--- src/rtl/if_id_buffer.sv ---
`default_nettype none
// ============================================================================
// Module   : if_id_buffer
// Brief    : IF/ID decoupling FIFO of {PC, instruction} pairs with valid/ready
//            handshakes, taken-branch flush and NOP output when empty.
//            Optional stall counter enabled by defining IF_ID_STALL_CNT_EN.
// Revision : 1.0 - initial release
// ============================================================================
module if_id_buffer #(
    parameter int DEPTH = 2,
    parameter int AW    = 32
) (
    input  logic                     clk,
    input  logic                     rst,
    input  logic                     in_valid,
    input  logic [AW-1:0]            in_pc,
    input  logic [AW-1:0]            in_instr,
    output logic                     in_ready,
    input  logic                     flush,
    output logic                     out_valid,
    output logic [AW-1:0]            out_pc,
    output logic [AW-1:0]            out_instr,
    input  logic                     out_ready,
    output logic [$clog2(DEPTH):0]   occupancy
`ifdef IF_ID_STALL_CNT_EN
    ,
    output logic [31:0]              stall_cnt
`endif
);

    localparam int             PW         = $clog2(DEPTH);
    localparam logic [PW:0]    FULL_COUNT = (PW+1)'(DEPTH);

    logic [AW-1:0] pc_mem    [DEPTH];
    logic [AW-1:0] instr_mem [DEPTH];
    logic [PW-1:0] wr_ptr;
    logic [PW-1:0] rd_ptr;
    logic [PW:0]   count;
    logic          push;
    logic          pop;

    // in_ready is a function of the registered count only, so out_ready never
    // reaches it combinationally.
    assign in_ready  = (count < FULL_COUNT);
    assign out_valid = (count != '0);
    assign out_pc    = out_valid ? pc_mem[rd_ptr]    : '0;
    assign out_instr = out_valid ? instr_mem[rd_ptr] : '0;
    assign occupancy = count;

    assign push = in_valid & in_ready;
    assign pop  = out_valid & out_ready;

    always_ff @(posedge clk or posedge rst) begin
        if (rst) begin
            count  <= '0;
            wr_ptr <= '0;
            rd_ptr <= '0;
            for (int i = 0; i < DEPTH; i++) begin
                pc_mem[i]    <= '0;
                instr_mem[i] <= '0;
            end
        end else if (flush) begin
            // Storage is left as-is; the zeroed count hides stale entries.
            count  <= '0;
            wr_ptr <= '0;
            rd_ptr <= '0;
        end else begin
            if (push) begin
                pc_mem[wr_ptr]    <= in_pc;
                instr_mem[wr_ptr] <= in_instr;
                wr_ptr            <= wr_ptr + 1'b1;
            end
            if (pop) begin
                rd_ptr <= rd_ptr + 1'b1;
            end
            case ({push, pop})
                2'b10:   count <= count + 1'b1;
                2'b01:   count <= count - 1'b1;
                default: count <= count;
            endcase
        end
    end

`ifdef IF_ID_STALL_CNT_EN
    always_ff @(posedge clk or posedge rst) begin
        if (rst) begin
            stall_cnt <= '0;
        end else if (in_valid && !in_ready && (stall_cnt != 32'hFFFF_FFFF)) begin
            stall_cnt <= stall_cnt + 32'd1;
        end
    end
`endif

endmodule
`default_nettype wire

--- config.mk ---
export PLATFORM = sky130hd
export DESIGN_NAME = if_id_buffer
export DESIGN_NICKNAME = d
export VERILOG_FILES = /design/src/rtl/if_id_buffer.sv
export SDC_FILE = /design/constraint.sdc
export NUM_CORES = 1
export LEC_CHECK = 0
export ABC_AREA = 1
export BUFFER_PORTS_ARGS = -buffer_cell sky130_fd_sc_hd__buf_2
export CAP_MARGIN = 20
export CELL_PAD_IN_SITES_DETAIL_PLACEMENT = 1
export CELL_PAD_IN_SITES_GLOBAL_PLACEMENT = 2
export CORE_MARGIN = 4
export CORE_UTILIZATION = 30
export DETAILED_ROUTE_END_ITERATION = 12
export PLACE_DENSITY_LB_ADDON = 0.1
export SLEW_MARGIN = 5
export SYNTH_ARGS = -nofsm -noshare
export SYNTH_HDL_FRONTEND = slang
export SYNTH_SLANG_ARGS = --single-unit
--- constraint.sdc ---
create_clock -name clk -period 3.9 [get_ports clk]
set_input_delay 0.39 -clock clk [delete_from_list [all_inputs] [get_ports clk]]
set_output_delay 0.39 -clock clk [all_outputs]
set_load 0.01 [all_outputs]
* Word-level counts from Yosys, hierarchy flattened
Index checks and enable logic that the tools add are counted.
** Word-level totals
- Logic and storage cells :: 46
- Output and inout bits :: 68
- Bits in registers :: 132
- Input port bits :: 69
** Cells by class
- Add/sub/neg operators :: 4
- Magnitude comparators :: 4
- Muxes and demuxes :: 18
- Reduce and logical (&&, ||, !) cells :: 6
- Eq/ne operators :: 2
- Bitwise gates (word level) :: 5
** Operator list (count)
- two-way mux 32 bit :: 9
- bitwise mux 64 bit :: 2
- demux 32 bit (select 1 bit) :: 1
- nonzero test 2 bit :: 3
- >= comparator 2 bit (second input constant) :: 2
- two-way mux 1 bit :: 4
- NOT 1 -> 2 bit :: 2
- one-hot mux 2 bit (2 select lines) :: 1
- nonzero test 3 bit :: 1
- adder 1 bit (second input constant) :: 2
- adder 2 x 1 -> 2 bit (second input constant) :: 1
- bitwise AND 1 bit :: 2
- == test 2 x 1 -> 1 bit (second input constant) :: 1
- == test 2 bit (second input constant) :: 1
- less-than comparator 2 x 1 -> 1 bit (second input constant) :: 1
- less-than comparator 2 bit (second input constant) :: 1
- two-way mux 2 bit :: 1
- AND reduction 2 bit :: 1
- subtractor 2 x 1 -> 2 bit (second input constant) :: 1
- logical AND 1 bit :: 1
- NOT 1 bit :: 1

* Logic depth before layout (Yosys ltp)
- Depth after elaboration :: 6
- Mapped depth :: 8
- Depth with buffers taken out :: 6

* Least setup slack after synthesis
Ideal clock, no wire load.
- Path type :: register to output
- Start :: reg rd_ptr
- End :: out out_instr[0]
- Cell stages (with the launch flop) :: 6
- Data required time :: 3.510 ns
- Slack :: 2.473 ns
- Buffers on the path :: 2
- Arrival time :: 1.037 ns
- Path through :: dfrtp_1 -> inv_1 -> buf_2 -> buf_2 -> nand2_1 -> a21oi_1
** Between the ends
- Cells in the longest elaborated chain, start to end :: 5
** Ends and longest elaborated chain
- from (decl) :: RTL line 37 : logic [PW-1:0] rd_ptr;
- from (signal assigned) :: RTL line 74 : rd_ptr <= rd_ptr + 1'b1;
- NOT 1 -> 2 bit (not written as such) :: RTL line 47 : assign out_instr = out_valid ? instr_mem[rd_ptr] : '0;
- two-way mux 32 bit (not written as such) (3 in series) :: RTL line 47
- two-way mux 32 bit :: RTL line 47
- to (decl) :: RTL line 22 : output logic [AW-1:0] out_instr,
No other way between the ends. The select of a mux whose other input is x is not followed.

* Worst setup path after layout
- Start :: reg count[1], in the netlist occupancy[1]
- End :: out out_pc[31]
** Between the ends
- Cells in the longest elaborated chain, start to end :: 2
** Ends and longest elaborated chain
- from (decl) :: RTL line 38 : logic [PW:0] count;
- from (signal assigned) :: RTL line 77 : 2'b10: count <= count + 1'b1;
- from (signal assigned) :: RTL line 78 : 2'b01: count <= count - 1'b1;
- from (signal assigned) :: RTL line 79 : default: count <= count;
- nonzero test 2 bit :: RTL line 45 : assign out_valid = (count != '0);
- two-way mux 32 bit :: RTL line 46 : assign out_pc = out_valid ? pc_mem[rd_ptr] : '0;
- to (decl) :: RTL line 21 : output logic [AW-1:0] out_pc,
No other way between the ends.

==> impl_metrics.env <==
export IMPL_drtIter0Drc=192
export IMPL_setup_viol=0
export IMPL_drv_cap=0
export IMPL_rsz0062_at_grt="false"
export IMPL_ys_warn_count=0
export IMPL_fin_util_pct=36.8
export IMPL_slew_violations=0
export IMPL_hp_class="input pin to asynchronous set/reset pin"
export IMPL_design_area_um2=7830
export IMPL_clk_latency_ps=420
export IMPL_cts_buffer_depth=2
export IMPL_post_dp_hpwl_um=11500
export IMPL_timing_final_crit_share_pct=66.0
export IMPL_fin_crit_ps=2570
export IMPL_grt_pass1_vias=5709
export IMPL_worstSetupStartpointType="flop"
export IMPL_status="completed"
export IMPL_finClkSkew_ps=10.4
export IMPL_cts_resized=0
export IMPL_slew_limit_headroom_pct=32.3
export IMPL_dpl_instance_area_um2=7240
export IMPL_drt_wirelength_per_cell_um=16.1
export IMPL_root_buffer="clkbuf_16"
export IMPL_die_h_um=156
export IMPL_drive_gt1_share_pct=37.1
export IMPL_postCtsSetupRepairBufs=0
export IMPL_path_clk_slew_ps=60
export IMPL_antenna_cells=0
export IMPL_htreeDepth=4
export IMPL_area_growth_pct=19.4
export IMPL_syn_area_per_cell_um2=9.09
export IMPL_wl_um=18100
export IMPL_cts_sinks=132
export IMPL_die_w_um=156
export IMPL_cellLeakagePower_nw=3.98
export IMPL_irDropWorstVdd_v=0.000287
export IMPL_grtUsageTotal_pct=15.6
export IMPL_place_congestion=0.755
export IMPL_finalHoldViolations=0
export IMPL_start_util_pct=30.8
export IMPL_fin_tns_setup_ps=0
export IMPL_crit_arrival_ps=2180
export IMPL_drt_pass1_iterations=4
export IMPL_cts_buffers=17
export IMPL_fillers=2544
export IMPL_endpoint_kind="output pin"
export IMPL_syn_inst=721
export IMPL_p_per_area_nw_per_um2=629
export IMPL_drcViolationCount=0
export IMPL_worstPathRequired_ps=3510
export IMPL_critPathMaxFanout=39
export IMPL_ant_nets=0
export IMPL_hold_ws_ps=55.3
export IMPL_timing_fmax_ghz=0.388
export IMPL_grt_overflow=0
export IMPL_port_buffers=136
export IMPL_num_rows=53
export IMPL_antenna_found_initial=1
export IMPL_dieArea_um2=24300
export IMPL_cts_tree="built"
export IMPL_grt_pass1_wl_um=29800
export IMPL_grt_max_degree=129
export IMPL_hold_buffers=0
export IMPL_ys_ff_latch=132
export IMPL_worstMarginPinSlew_ps=1020
export IMPL_dr_total_vias=5158
export IMPL_fin_nets=903
export IMPL_critical_path_class="flop to output pin"
export IMPL_seq_area_frac_synth_pct=50.4
export IMPL_ios=137
export IMPL_syn_area_um2=6560
export IMPL_core_area_um2=21300
export IMPL_via_per_inst=4.60
export IMPL_yosysUniqueCellTypes=22
export IMPL_synth_fp_nets=790
-- logic make-up (layout without fill, tap and decap cells) --
logic type             after synthesis  after routing  share of synthesized area [%]
AO/OA/AOI/OAI                      196            196                           21.8
buffers and inverters              121            247                           11.4
flip-flops                         132            132                           50.4
AND/OR/NAND/NOR                    272            272                           16.5
-- power breakdown --
group | switching [mW] | leakage, nW | internal (mW) | total (mW)
clock network | 0.616 | 0.274 | 0.973 | 1.59
logic | 0.783 | 2.06 | 0.519 | 1.30
registers | 0.243 | 1.65 | 1.79 | 2.03
-- critical path, cell delays in order (launching register included) --
cell     delay [ps]
dfrtp_1         450
nor2_4          700
buf_12          320
a21oi_1         110
buf_2           150
-- stage by stage --
stage | instances | total power, mW | setup WS [ps]
after floorplan | 721 | 2.98 | 1870
after global placement | 1089 | 3.31 | 1570
after detailed placement | 1090 | 3.39 | 1720
after CTS | 1122 | 5.02 | 1240
after global routing | 1122 | 5.28 | 1110
final | 1122 | 4.93 | 1330
-- Yosys cell counts --
library cell	n	area share, %
buf_6	18	3.1
clkbuf_1	3	0.17
a21oi_1	66	5.0
inv_2	1	0.057
inv_1	70	4.0
dfrtp_1	132	50
nand2_4	1	0.17
o21ai_1	9	0.69
buf_8	1	0.23
nor2_1	3	0.17
o21ai_2	119	16
nand3_4	1	0.27
clkbuf_2	1	0.076
nand4_1	2	0.19
inv_4	1	0.095
nand2_1	251	14
buf_12	7	2.1
buf_2	18	1.4
o21ai_0	2	0.15
nand3_1	1	0.076
nand2_2	13	1.2
buf_4	1	0.11
-- per-layer routing --
layer	up-vias	global-route usage, %	share of wire (%)
met3	21	3.77	4.2
met4	2	4.46	1.4
met1	2533	19.1	44
li1	2509	-	-
met5	-	0	0.072
met2	93	27.5	51
-- area by class of cell --
type / instances / area [um2] / share of cell area, %
tap: 275 / 344 / 4.40
sequential: 132 / 3300 / 42.2
clock buffer: 20 / 457 / 5.84
timing repair buffer: 143 / 783 / 10.0
inverter: 72 / 277 / 3.53
clock inverter: 12 / 130 / 1.66
multi-input combinational: 468 / 2530 / 32.3
-- registers in the layout, summed over array words and instances (netlist names) --
register   cells
instr_mem     64
pc_mem        64
occupancy      2
rd_ptr         1
wr_ptr         1
-- path summary, 6_finish.rpt --
| check | start | slack [ps] | depth (start not counted) | to |
|---|---|---|---|---|
| setup / recovery | occupancy[1] | 1330 | 4 | out_pc[31] |
| hold / removal | rst | 60 | 2 | instr_mem[60] |
| setup reg to reg | occupancy[1] | 1890 | 7 | instr_mem[53] |
| hold reg to reg | pc_mem[60] | 480 | 2 | pc_mem[60] |
| max in group asynchronous | rst | 2850 | 3 | pc_mem[12] |
| min in group clk | in_instr[1] | 240 | 3 | instr_mem[1] |
-- layout by cell type (no fill, tap or decap) --
master      netlist  routed
nand3_1           1       1
clkbuf_8          0       2
o21ai_0           2       2
a21oi_1          66      66
clkinv_4          0       1
inv_2             1       2
inv_6             0       1
clkbuf_1          3       1
clkinvlp_4        0       6
buf_2            18     136
nand2_1         251     251
clkbuf_16         0      17
inv_4             1       1
inv_1            70      68
clkinv_2          0       3
nor2_4            0       1
buf_12            7       4
buf_4             1       3
dfrtp_1         132     131
bufinv_16         0       2
nand2_4           1       1
nor2_1            3       2
nand3_4           1       1
nand4_1           2       2
o21ai_2         119     119
dfrtp_2           0       1
nand2_2          13      12
nand2_8           0       1
o21ai_1           9       9
Power figures use the tool's default switching activity.
